## src/rtl/excess3_to_bcd_stream.sv

```systemverilog
// Excess-3 digit stream to packed BCD word converter with valid/ready on both sides.
// Invalid codes decode to nibble F and are flagged per digit in err_mask.
module excess3_to_bcd_stream #(
  parameter int NDIGITS = 4
) (
  input  logic                           clk,
  input  logic                           rst_n,
  input  logic                           clr,
  input  logic                           in_valid,
  output logic                           in_ready,
  input  logic [3:0]                     e3_in,
  output logic                           out_valid,
  input  logic                           out_ready,
  output logic [4*NDIGITS-1:0]           bcd_out,
  output logic                           err,
  output logic [NDIGITS-1:0]             err_mask,
  output logic [$clog2(NDIGITS+1)-1:0]   digit_cnt
);

  localparam int CW = $clog2(NDIGITS + 1);
  localparam logic [CW-1:0] LAST = CW'(NDIGITS - 1);

  // state   | meaning
  // COLLECT | accepting digits into the shadow word
  // HOLD    | word presented on the output, waiting for out_ready
  typedef enum logic {
    COLLECT = 1'b0,
    HOLD    = 1'b1
  } state_t;

  state_t state, state_nxt;

  logic [4*NDIGITS-1:0] sh_word, word_nxt;
  logic [NDIGITS-1:0]   sh_mask, mask_nxt;
  logic [3:0]           digit;
  logic                 code_bad;
  logic                 accept;
  logic                 last;

  assign in_ready  = (state == COLLECT);
  assign out_valid = (state == HOLD);

  always_comb begin
    code_bad = (e3_in < 4'h3) || (e3_in > 4'hC);
    digit    = code_bad ? 4'hF : (e3_in - 4'd3);
    word_nxt = {sh_word[4*NDIGITS-5:0], digit};
    mask_nxt = {sh_mask[NDIGITS-2:0], code_bad};
    // clr wins over a digit presented in the same cycle
    accept   = in_valid && in_ready && !clr;
    last     = accept && (digit_cnt == LAST);
  end

  always_ff @(posedge clk or negedge rst_n) begin
    if (!rst_n) state <= COLLECT;
    else        state <= state_nxt;
  end

  always_comb begin
    state_nxt = state;
    case (state)
      COLLECT: if (last)      state_nxt = HOLD;
      HOLD:    if (out_ready) state_nxt = COLLECT;
      default:                state_nxt = COLLECT;
    endcase
  end

  always_ff @(posedge clk or negedge rst_n) begin
    if (!rst_n) begin
      sh_word   <= '0;
      sh_mask   <= '0;
      digit_cnt <= '0;
      bcd_out   <= '0;
      err       <= 1'b0;
      err_mask  <= '0;
    end else begin
      case (state)
        COLLECT: begin
          if (clr) begin
            sh_word   <= '0;
            sh_mask   <= '0;
            digit_cnt <= '0;
          end else if (accept) begin
            sh_word <= word_nxt;
            sh_mask <= mask_nxt;
            if (last) begin
              bcd_out   <= word_nxt;
              err_mask  <= mask_nxt;
              err       <= |mask_nxt;
              digit_cnt <= '0;
            end else begin
              digit_cnt <= digit_cnt + CW'(1);
            end
          end
        end
        HOLD: begin
          if (out_ready) begin
            sh_word <= '0;
            sh_mask <= '0;
          end
        end
        default: ;
      endcase
    end
  end

endmodule

```

## config.mk

```make
export PLATFORM = sky130hd
export DESIGN_NAME = excess3_to_bcd_stream
export DESIGN_NICKNAME = d
export VERILOG_FILES = /design/src/rtl/excess3_to_bcd_stream.sv
export SDC_FILE = /design/constraint.sdc
export NUM_CORES = 1
export LEC_CHECK = 0
export CAP_MARGIN = 10
export CELL_PAD_IN_SITES_DETAIL_PLACEMENT = 1
export CELL_PAD_IN_SITES_GLOBAL_PLACEMENT = 1
export CORE_UTILIZATION = 45
export CTS_BUF_LIST = sky130_fd_sc_hd__clkbuf_8
export DETAILED_ROUTE_END_ITERATION = 8
export GPL_TIMING_DRIVEN = 0
export PLACE_DENSITY_LB_ADDON = 0.08
export SLEW_MARGIN = 20
export SYNTH_ARGS = -nofsm -noshare
export SYNTH_HDL_FRONTEND = slang
export SYNTH_SLANG_ARGS = --single-unit
```

## constraint.sdc

```tcl
create_clock -name clk -period 4.1 [get_ports clk]
set_input_delay 0.82 -clock clk [delete_from_list [all_inputs] [get_ports clk]]
set_output_delay 0.82 -clock clk [all_outputs]
set_load 0.02 [all_outputs]
```

## After elaboration in Yosys (flattened, before gate mapping)

Index checks and enable logic that the tools add are counted.

- Bits in registers: 40
- Latch bits: 0
- Memory bits (writable): 0
- Bits in read-only memories: 0
- Memories: 0

- Add/sub/neg operators: 2
- Multiply operators: 0
- Div/mod/pow operators: 0
- $lt $le $gt $ge: 2
- Equal/unequal tests: 3
- Shift operators: 0
- Multiplexer cells: 15
- Bitwise logic cells: 2
- Reductions and logical operators: 10

Operator list:

| operator | count |
|---|---|
| $mux W12 | 3 |
| $pmux W12 S2 | 1 |
| $mux W3 | 6 |
| $pmux W3 S2 | 1 |
| $gt A4 B4 Y1 const B | 1 |
| $lt A4 B2 Y1 const B | 1 |
| $mux W4 | 1 |
| $reduce_and A2 Y1 | 2 |
| $reduce_and A4 Y1 | 1 |
| $reduce_or A4 Y1 | 1 |
| $sub A4 B2 Y4 const B | 1 |
| $add A3 B1 Y3 const B | 1 |
| $eq A3 B2 Y1 const B | 1 |
| $logic_and A1 B1 Y1 | 3 |
| $ne A3 B2 Y1 const B | 1 |
| $mux W1 | 2 |
| $ne A2 B2 Y1 const B | 1 |
| $not A1 Y1 | 2 |
| $pmux W1 S2 | 1 |
| $reduce_bool A2 Y1 | 1 |
| $logic_not A1 Y1 | 1 |
| $logic_or A1 B1 Y1 | 1 |

## Logic depth before layout (Yosys ltp)

Gate-level depths: netlist of run 1.

- Word-level depth: 7
- Depth in mapped cells: 5
- Gate-level depth less buffers: 5

## Worst setup path after synthesis of run 1

Ideal clock, no wire load.

- Kind: input-to-reg
- Start: in e3_in[0]
- End: reg bcd_out[0]
- Library setup time: 125 ps
- Arrival time: 1803 ps
- Setup slack: 2173 ps
- Stages: 5
- Buffers on the path: 0
- Cell sequence: inv_1 > ha_1 > and3b_1 > or3_1 > mux2_2

- Longest elaborated chain between the ends: 3

RTL lines:

| what | line | source |
|---|---|---|
| from (decl) | 11 | `input logic [3:0] e3_in,` |
| $lt A4 B2 Y1 / $gt A4 B4 Y1 (equally long branches) | 44 | `code_bad = (e3_in < 4'h3) \|\| (e3_in > 4'hC);` |
| $logic_or A1 B1 Y1 | 44 |  |
| $mux W4 * | 45 | `digit = code_bad ? 4'hF : (e3_in - 4'd3);` |
| to (signal assigned) | 86 | `bcd_out <= word_nxt;` |
| to (decl) | 14 | `output logic [4*NDIGITS-1:0] bcd_out,` |

Every way passes the cells marked *; elsewhere a longest branch is shown, timed or not.
A chain may end at the register's enable or synchronous reset.

## Worst setup path after layout of run 1

- Start: in clr
- End: reg sh_mask[2]

- Longest elaborated chain between the ends: 4

RTL lines:

| what | line | source |
|---|---|---|
| from (decl) | 8 | `input logic clr,` |
| $logic_not A1 Y1 | 49 | `accept = in_valid && in_ready && !clr;` |
| $logic_and A1 B1 Y1 | 49 |  |
| $ne A3 B2 Y1 (no line) | n/a |  |
| $reduce_and A2 Y1 (no line) | n/a |  |
| to (signal assigned) | 84 | `sh_mask <= mask_nxt;` |
| to (decl) | 34 | `logic [NDIGITS-1:0] sh_mask, mask_nxt;` |

Several ways; a longest one is shown, not always the timed one.

==> reports/metrics.csv, run 1 <==
metric,value,unit
status,finished clean,
WL/cell,16.7,um
hold buffer count at CTS,0,
Tmin final,2400,ps
sum of negative setup slack,0,ps
register bit total from synthesis,40,
Place WS,1400,ps
largest net degree at the start of global routing,24,
top cell type's share of synthesized area,60.2,%
Pwr Density,405,nW/um2
"Top FF cell, synth",dfrtp_1,
depth of the CTS H-tree,2,
Cells after Synth,122,
relative slew slack,40.9,%
Worst-path clk slew,80,ps
sequential area share after synthesis,60.2,%
MaxCap Viol Count,0,
RSZ-0062 raised after global routing,no,
ys async rst share,100,%
setup ws final,1700,ps
Final Skew,5.83,ps
CTS Sinks,40,
synth top area cells,"dfrtp_1 60%, mux2_2 12%, a22o_1 6.8%, ha_1 2.3%, o21ai_0 2.1%",
n_diodes,0,
CP Capture Type,flip-flop,
GRT overflow,0,
area grow syn2layout,30.9,%
fmax,417,MHz
Worst Setup Start Kind,primary input,
post-CTS setup buffers,0,
Max Root-Sink Buffers,2,
worst slew pin tran,880,ps
peak supply drop,224,uV
share of layout cells above drive strength 1,20.6,%
fillers,352,
via count,1134,
min-delay worst type,in2async,
critical path arrival,2630,ps
CP max FO,10,
count of final setup violators,0,
initial antenna violation count,0,
Max Slew Vio Count,0,
"area leader, netlist",dfrtp_1,
period utilization,58.4,%
core box area,3440,um2
first drt pass iteration count,4,
DIE AREA,3940,um2
YS warnings,0,
Synthesized Nets,134,
Leakage,1.02,nW
worst path required time,4330,ps
Cell Rows,21,
detailed-route DRC error count,0,
Vert. Die Dim,62.8,um
WL final,3.52,mm
Netlist cell types,27,
"non-filler cells, final",211,
Synth top cells by count,"40 x dfrtp_1, 18 x mux2_2, 13 x a22o_1",
gpl congestion,0.766,
# resized after CTS,0,
initial core utilization,48.3,%
Buffers on Ports,34,
Ports,35,
post-DP HPWL,2.54,mm
worst-skew pair later-pin latency,300,ps
Clk Tree Root Cell,clkbuf_8,
syn_area_per_cell,13.6,um2
Syn Std Cell Area,1660,um2
placed cell count,203,
Crit Path Class,in2reg,
remaining antenna violation count,0,
Pwr Total,0.881,mW
Die Width,62.8,um
Nets,176,
cts bufs inserted,5,
GRT Total Usage,21.0,%
Initial DRC Count,67,
vias in the first global route,1208,
number of flops mapped to enable cells by yosys,0,
Via density,5.37,
TritonCTS clock tree,done,
final hold violation count,0,
most common cell in the netlist,dfrtp_1,
global-route wire length before repair,6.15,mm
final core occ,63.2,%
[critical path, stage by stage]
cell,delay (ps)
clkdlybuf4s50_1,540
o31ai_1,800
buf_4,310
a22o_1,150
[sequential cells by signal (all words and copies together), names as in the netlist]
signal	count
out_valid	1
digit_cnt	3
err_mask	4
sh_mask	3
err	1
bcd_out	16
sh_word	12
[layout by cell type (no fill, tap or decap), drive strengths merged, types with 2 or more instances in the layout]
master	instances
o21ai	7
dfrtp	40
o2bb2ai	3
nor3	3
a22o	13
a31oi	2
inv	6
nand2	3
ha	3
buf	5
nor2b	5
mux2	18
clkbuf	7
a21oi	2
clkdlybuf4s50	33
or3	2
nand2b	3
[per-stage QoR]
| step | cell area (um2) | hold WS, ps |
|---|---|---|
| 2_1_floorplan | 1660 | 462 |
| 5_1_grt | 2180 | 477 |
| 6_report | 2180 | 458 |
| 3_5_place_dp | 2080 | 488 |
| 4_1_cts | 2180 | 471 |
| 3_3_place_gp | 2060 | 482 |
[logic make-up (layout without fill, tap and decap cells)]
family | count (synthesis) | after routing | share of synthesized area [%]
flops | 40 | 40 | 60.2
compound gates | 31 | 31 | 13.7
simple gates | 21 | 21 | 8.50
mux | 18 | 18 | 12.2
buf+inv | 9 | 52 | 3.16
fa+ha+maj | 3 | 3 | 2.26
[metal layers]
| metal | vias up | part of all wire [%] | track usage (%) |
|---|---|---|---|
| met5 | - | 0 | 0 |
| met4 | 0 | 2.4 | 10.2 |
| met3 | 10 | 4.1 | 6.20 |
| met2 | 30 | 48 | 32.3 |
| met1 | 568 | 45 | 27.2 |
| li1 | 526 | - | - |
[final timing paths]
| kind | slack (ps) | depth (start not counted) | startpoint | to |
|---|---|---|---|---|
| max in group asynchronous | 3170 | 2 | rst_n | bcd_out[1]$_DFFE_PN0P_ |
| setup reg to reg | 2280 | 3 | out_valid$_DFF_PN0_ | sh_mask[2]$_DFFE_PN0P_ |
| hold / removal | 460 | 1 | rst_n | bcd_out[12]$_DFFE_PN0P_ |
| setup / recovery | 1700 | 4 | clr | sh_mask[2]$_DFFE_PN0P_ |
| min in group clk | 510 | 1 | sh_word[10]$_DFFE_PN0P_ | sh_word[10]$_DFFE_PN0P_ |
| hold reg to reg | 510 | 1 | sh_word[10]$_DFFE_PN0P_ | sh_word[10]$_DFFE_PN0P_ |
[layout make-up]
class                   instances  area, um2  share of cell area, %
flip-flops and latches         40       1000                   46.0
clock buffers                   6       82.6                   3.79
repair buffers                 35        363                   16.7
multi-input cells              73        609                   28.0
clock inverters                 2       11.3                  0.517
well taps                      46       57.6                   2.64
inverters                       5       18.8                  0.862
plain buffers                   4       33.8                   1.55
[where the power goes]
part	internal, mW	switching [mW]
registers	0.426	0.0202
clock network	0.134	0.138
logic	0.0808	0.0815
Note: power is estimated with default switching activity, not from simulation.
==> run 2, diff against run 1 <==
--- a/config.mk
+++ b/config.mk
@@ -8,7 +8,7 @@
 export CAP_MARGIN = 10
 export CELL_PAD_IN_SITES_DETAIL_PLACEMENT = 1
 export CELL_PAD_IN_SITES_GLOBAL_PLACEMENT = 1
-export CORE_UTILIZATION = 45
+export CORE_UTILIZATION = 42
 export CTS_BUF_LIST = sky130_fd_sc_hd__clkbuf_8
 export DETAILED_ROUTE_END_ITERATION = 8
 export GPL_TIMING_DRIVEN = 0
==> constraint.sdc (replaced) <==
create_clock -name clk -period 2.4 [get_ports clk]
set_input_delay 0.48 -clock clk [delete_from_list [all_inputs] [get_ports clk]]
set_output_delay 0.48 -clock clk [all_outputs]
set_load 0.02 [all_outputs]
==> run 2 against run 1 <==
  * Worst setup slack got worse by 1300 ps
  * Critical endpoint is now sh_word[3]$_DFFE_PN0P_
  * Sequential power rose by 71%
  * Wire length rose by 0.77%
  * Clock power rose by 96%
  * Final cell count rose by 0.95%
  * Clock skew rose by 2.4 ps
  * Register-to-register slack got worse by 1600 ps
  * Via count barely moved
  * Combinational power rose by 72%
  * Hold slack got worse by 420 ps
  * Sequential share of layout area fell by 0.18 points
  * Utilization fell by 4.4 points
==> reports/metrics.csv, run 2 (synthesis results as in run 1) <==
metric,value,unit
crit path to,sh_word[3]$_DFFE_PN0P_,
via count,1133,
Pwr Total,1.57,mW
GRT overflow,0,
remaining antenna violation count,0,
Place WS,108,ps
critical path arrival,2180,ps
CP Cell Sequence,clkdlybuf4s50_1 > o31ai_1 > buf_4 > o2bb2ai_1,
gpl congestion,0.713,
detailed-route DRC error count,0,
hold buffer count at CTS,0,
Worst Setup SP,clr,
first drt pass iteration count,4,
DIE AREA,4210,um2
WL final,3.55,mm
"commonest non-fill, non-tap cell in the layout",dfrtp_1,
peak supply drop,487,uV
Buffers on Ports,34,
slowest CP cell,o31ai_1,
Nets,176,
CP bufs+invs,2,
Leakage,1.03,nW
depth of the CTS H-tree,2,
Initial DRC Count,58,
Worst-path clk slew,80,ps
CTS Sinks,40,
worst slew pin tran,756,ps
final hold violation count,0,
Clk Tree Root Cell,clkbuf_8,
crit-path max cell delay,710,ps
Tmin final,1980,ps
CP max FO,10,
MaxCap Viol Count,0,
global-route wire length before repair,6.06,mm
setup ws final,424,ps
WL/cell,16.7,um
RR Endpoint,sh_word[3]$_DFFE_PN0P_,
Max Root-Sink Buffers,2,
CP Capture Type,flip-flop,
count of final setup violators,0,
Die Width,64.9,um
TritonCTS clock tree,done,
n_diodes,0,
Largest regs,"bcd_out (16), sh_word (12), err_mask (4)",
Ports,35,
Worst Setup Start Kind,primary input,
fmax,506,MHz
vias in the first global route,1219,
Crit Path Class,in2reg,
post-CTS setup buffers,0,
cts bufs inserted,5,
core box area,3720,um2
Max Slew Vio Count,0,
period utilization,82.3,%
largest net degree at the start of global routing,32,
min-delay worst type,in2async,
placed cell count,205,
Vert. Die Dim,64.9,um
status,finished clean,
relative slew slack,49.1,%
"reg-to-reg slack, setup",680,ps
"non-filler cells, final",213,
Pwr Density,720,nW/um2
most frequent cells in the layout,"40 x dfrtp_1, 33 x clkdlybuf4s50_1, 18 x mux2_2",
Biggest register,bcd_out,
Cell Rows,22,
final core occ,58.8,%
initial antenna violation count,0,
share of layout cells above drive strength 1,20.6,%
post-DP HPWL,2.55,mm
Final Skew,8.24,ps
Worst path depth,4,
reg-to-reg critical path startpoint,out_valid$_DFF_PN0_,
area grow syn2layout,31.5,%
Largest register FFs,16,
GRT Total Usage,19.7,%
worst path required time,2610,ps
# resized after CTS,0,
worst-skew pair later-pin latency,290,ps
RSZ-0062 raised after global routing,no,
initial core utilization,44.7,%
Via density,5.32,
"delay-heaviest family, CP",buffers and inverters,
R2R cell count,3,
run 2: cell type report:
type | instances | area [um2]
fillers | 393 | 1530
flip-flops and latches | 40 | 1000
multi-input cells | 73 | 609
repair buffers | 35 | 355
clock buffers | 5 | 68.8
well taps | 48 | 60.1
clock inverters | 3 | 38.8
plain buffers | 4 | 33.8
inverters | 5 | 18.8
run 2: worst min-delay path by stage:
stage                                 from                      end
finish                               rst_n   sh_mask[1]$_DFFE_PN0P_
global route                         rst_n  err_mask[3]$_DFFE_PN0P_
CTS                                  rst_n  bcd_out[14]$_DFFE_PN0P_
floorplan                            rst_n   bcd_out[0]$_DFFE_PN0P_
detailed placement                   rst_n  bcd_out[14]$_DFFE_PN0P_
global placement    sh_word[9]$_DFFE_PN0P_   sh_word[9]$_DFFE_PN0P_
run 2: metal layers:
metal | vias up | wire (um) | GRT usage [%]
met2 | 27 | 1770 | 33.5
met4 | 0 | 31 | 7.50
met5 | - | 0 | 0
li1 | 529 | - | -
met3 | 2 | 121 | 4.23
met1 | 575 | 1620 | 24.2
run 2: per-stage QoR:
stage | hold WS, ps | TNS (ps) | cell area [um2]
floorplan | 184 | 0 | 1660
global placement | 480 | -2630 | 2060
detailed placement | 363 | 0 | 2080
CTS | 40.9 | 0 | 2190
global route | 49.0 | 0 | 2190
finish | 41.9 | 0 | 2190
run 2: power by group:
part	total, mW	internal [mW]	leakage, nW	switching, mW
clock network	0.534	0.304	0.0593	0.230
logic	0.278	0.137	0.427	0.141
registers	0.763	0.728	0.543	0.0347
total	1.57	1.17	1.03	0.405
==> run 3, diff against run 2 <==
==> constraint.sdc (replaced) <==
create_clock -name clk -period 2 [get_ports clk]
set_input_delay 0.4 -clock clk [delete_from_list [all_inputs] [get_ports clk]]
set_output_delay 0.4 -clock clk [all_outputs]
set_load 0.02 [all_outputs]
==> run 3 against run 2 <==
  * Final cell count rose by 0.47%
  * First-iteration DRC count rose by 8.6%
  * Clock power rose by 20%
  * Hold slack improved by 450 ps
  * Worst setup slack got worse by 320 ps
  * Combinational power rose by 21%
  * Die area did not move
  * Critical path depth fell by 2
  * Utilization rose by 0.40 points
  * Clock skew barely moved
  * Wire length fell by 0.17%
  * Critical endpoint is now in_ready
  * Non-clock buffer count rose by 1
==> reports/metrics.csv, run 3 (synthesis results as in run 1) <==
metric,value,unit
reg-to-reg critical path startpoint,digit_cnt[0]$_DFFE_PN0P_,
Worst-path clk slew,80,ps
final core occ,59.2,%
Nets,177,
DP Area,2080,um2
critical path arrival,1500,ps
MaxCap Viol Count,0,
"reg-to-reg slack, setup",310,ps
WL/cell,16.5,um
min-delay worst type,in2async,
remaining antenna violation count,0,
post-DP HPWL,2.55,mm
RSZ-0062 raised after global routing,no,
period utilization,95.0,%
Final Skew,8.09,ps
P_int,1.41,mW
Via density,5.31,
Initial DRC Count,63,
Leakage,1.04,nW
CP Capture Type,primary output,
TritonCTS clock tree,done,
final hold violation count,0,
"commonest non-fill, non-tap cell in the layout",dfrtp_1,
Crit Path Class,reg2out,
R2R cell count,5,
largest net degree at the start of global routing,32,
area of the multi-input gates,614,um2
relative slew slack,67.1,%
Comb pwr share,17.8,%
area grow syn2layout,32.4,%
gpl congestion,0.713,
most frequent cells in the layout,"40 x dfrtp_1, 33 x clkdlybuf4s50_1, 18 x mux2_2",
RR Endpoint,bcd_out[7]$_DFFE_PN0P_,
Clk Tree Root Cell,clkbuf_8,
count of final setup violators,0,
Largest regs,"bcd_out (16), sh_word (12), err_mask (4)",
post-CTS setup buffers,0,
vias in the first global route,1222,
peak supply drop,584,uV
Worst Setup Start Kind,flip-flop,
Buffers on Ports,34,
Vert. Die Dim,64.9,um
part of the power in registers,48.4,%
status,finished clean,
CTS Sinks,40,
WL final,3.54,mm
flip-flop and latch area,1000,um2
switching share of total power,25.7,%
Biggest register,bcd_out,
via count,1137,
Die Width,64.9,um
Cell Rows,22,
Pwr Total,1.89,mW
initial core utilization,44.7,%
fillers,391,
initial antenna violation count,0,
fmax,526,MHz
worst hold margin,493,ps
detailed-route DRC error count,0,
worst-skew pair later-pin latency,290,ps
Largest register FFs,16,
Tmin final,1900,ps
share of layout cells above drive strength 1,21.1,%
global-route wire length before repair,6.07,mm
Clk network pwr share,33.8,%
core box area,3720,um2
switching pwr,0.486,mW
Max Slew Vio Count,0,
worst slew pin tran,491,ps
cts bufs inserted,5,
depth of the CTS H-tree,2,
GRT Total Usage,19.7,%
DIE AREA,4210,um2
Pwr Density,859,nW/um2
Max Root-Sink Buffers,2,
CP max FO,9,
GRT overflow,0,
sum of negative setup slack,0,ps
Ports,35,
first drt pass iteration count,4,
final instance area,2200,um2
n_diodes,0,
worst path required time,1600,ps
run 3: power by group through the flow:
| stage | clock (mW) | sequential, mW | combinational (mW) |
|---|---|---|---|
| CTS | 0.659 | 0.916 | 0.340 |
| global route | 0.690 | 0.926 | 0.363 |
| finish | 0.640 | 0.915 | 0.336 |
| global placement | 0 | 0.927 | 0.321 |
| detailed placement | 0 | 0.931 | 0.336 |
| floorplan | 0 | 0.987 | 0.0962 |
run 3: area by class of cell:
| class | count | share of cell area, % |
|---|---|---|
| sequential | 40 | 45.5 |
| clock inverter | 3 | 1.76 |
| inverter | 5 | 0.853 |
| clock buffer | 5 | 3.13 |
| buffer | 4 | 1.53 |
| multi-input combinational | 73 | 27.9 |
| timing repair buffer | 36 | 16.6 |
| tap | 48 | 2.73 |
run 3: worst max-delay path: stages, from the launching register on:
cell and delay (ps):
dfrtp_1 500, inv_1 120, clkdlybuf4s50_1 600
run 3: stage by stage:
stage / instances / worst slack, ps
final: 214 / 99.2
after floorplan: 122 / 408
after CTS: 214 / 89.8
after global routing: 214 / 34.0
after global placement: 204 / -387
after detailed placement: 205 / -212
run 3: how the worst max path moves through the flow:
stage / endpoint / slack [ps] / from / depth (start not counted)
floorplan: bcd_out[0]$_DFFE_PN0P_ / 410 / digit_cnt[0]$_DFFE_PN0P_ / 5
global placement: digit_cnt[1]$_DFFE_PN0P_ / -390 / rst_n / 1
detailed placement: sh_word[3]$_DFFE_PN0P_ / -210 / clr / 4
CTS: sh_word[3]$_DFFE_PN0P_ / 90 / clr / 4
global route: in_ready / 30 / out_valid$_DFF_PN0_ / 2
finish: in_ready / 100 / out_valid$_DFF_PN0_ / 2
run 3: layer usage:
metal | vias up | share of wire (%) | wire length (um) | track usage, %
li1 | 530 | - | - | -
met3 | 2 | 3.4 | 119 | 4.23
met5 | - | 0 | 0 | 0
met1 | 580 | 46 | 1620 | 24.2
met4 | 0 | 0.88 | 31 | 7.50
met2 | 25 | 50 | 1770 | 33.6
run 3: repair_timing:
| item | in CTS | in global routing |
|---|---|---|
| hold buffers | 1 | 0 |
| resized for setup | 0 | 1 |
| setup endpoints to repair | 0 | 10 |
| endpoints found under the hold margin | 9 | 0 |
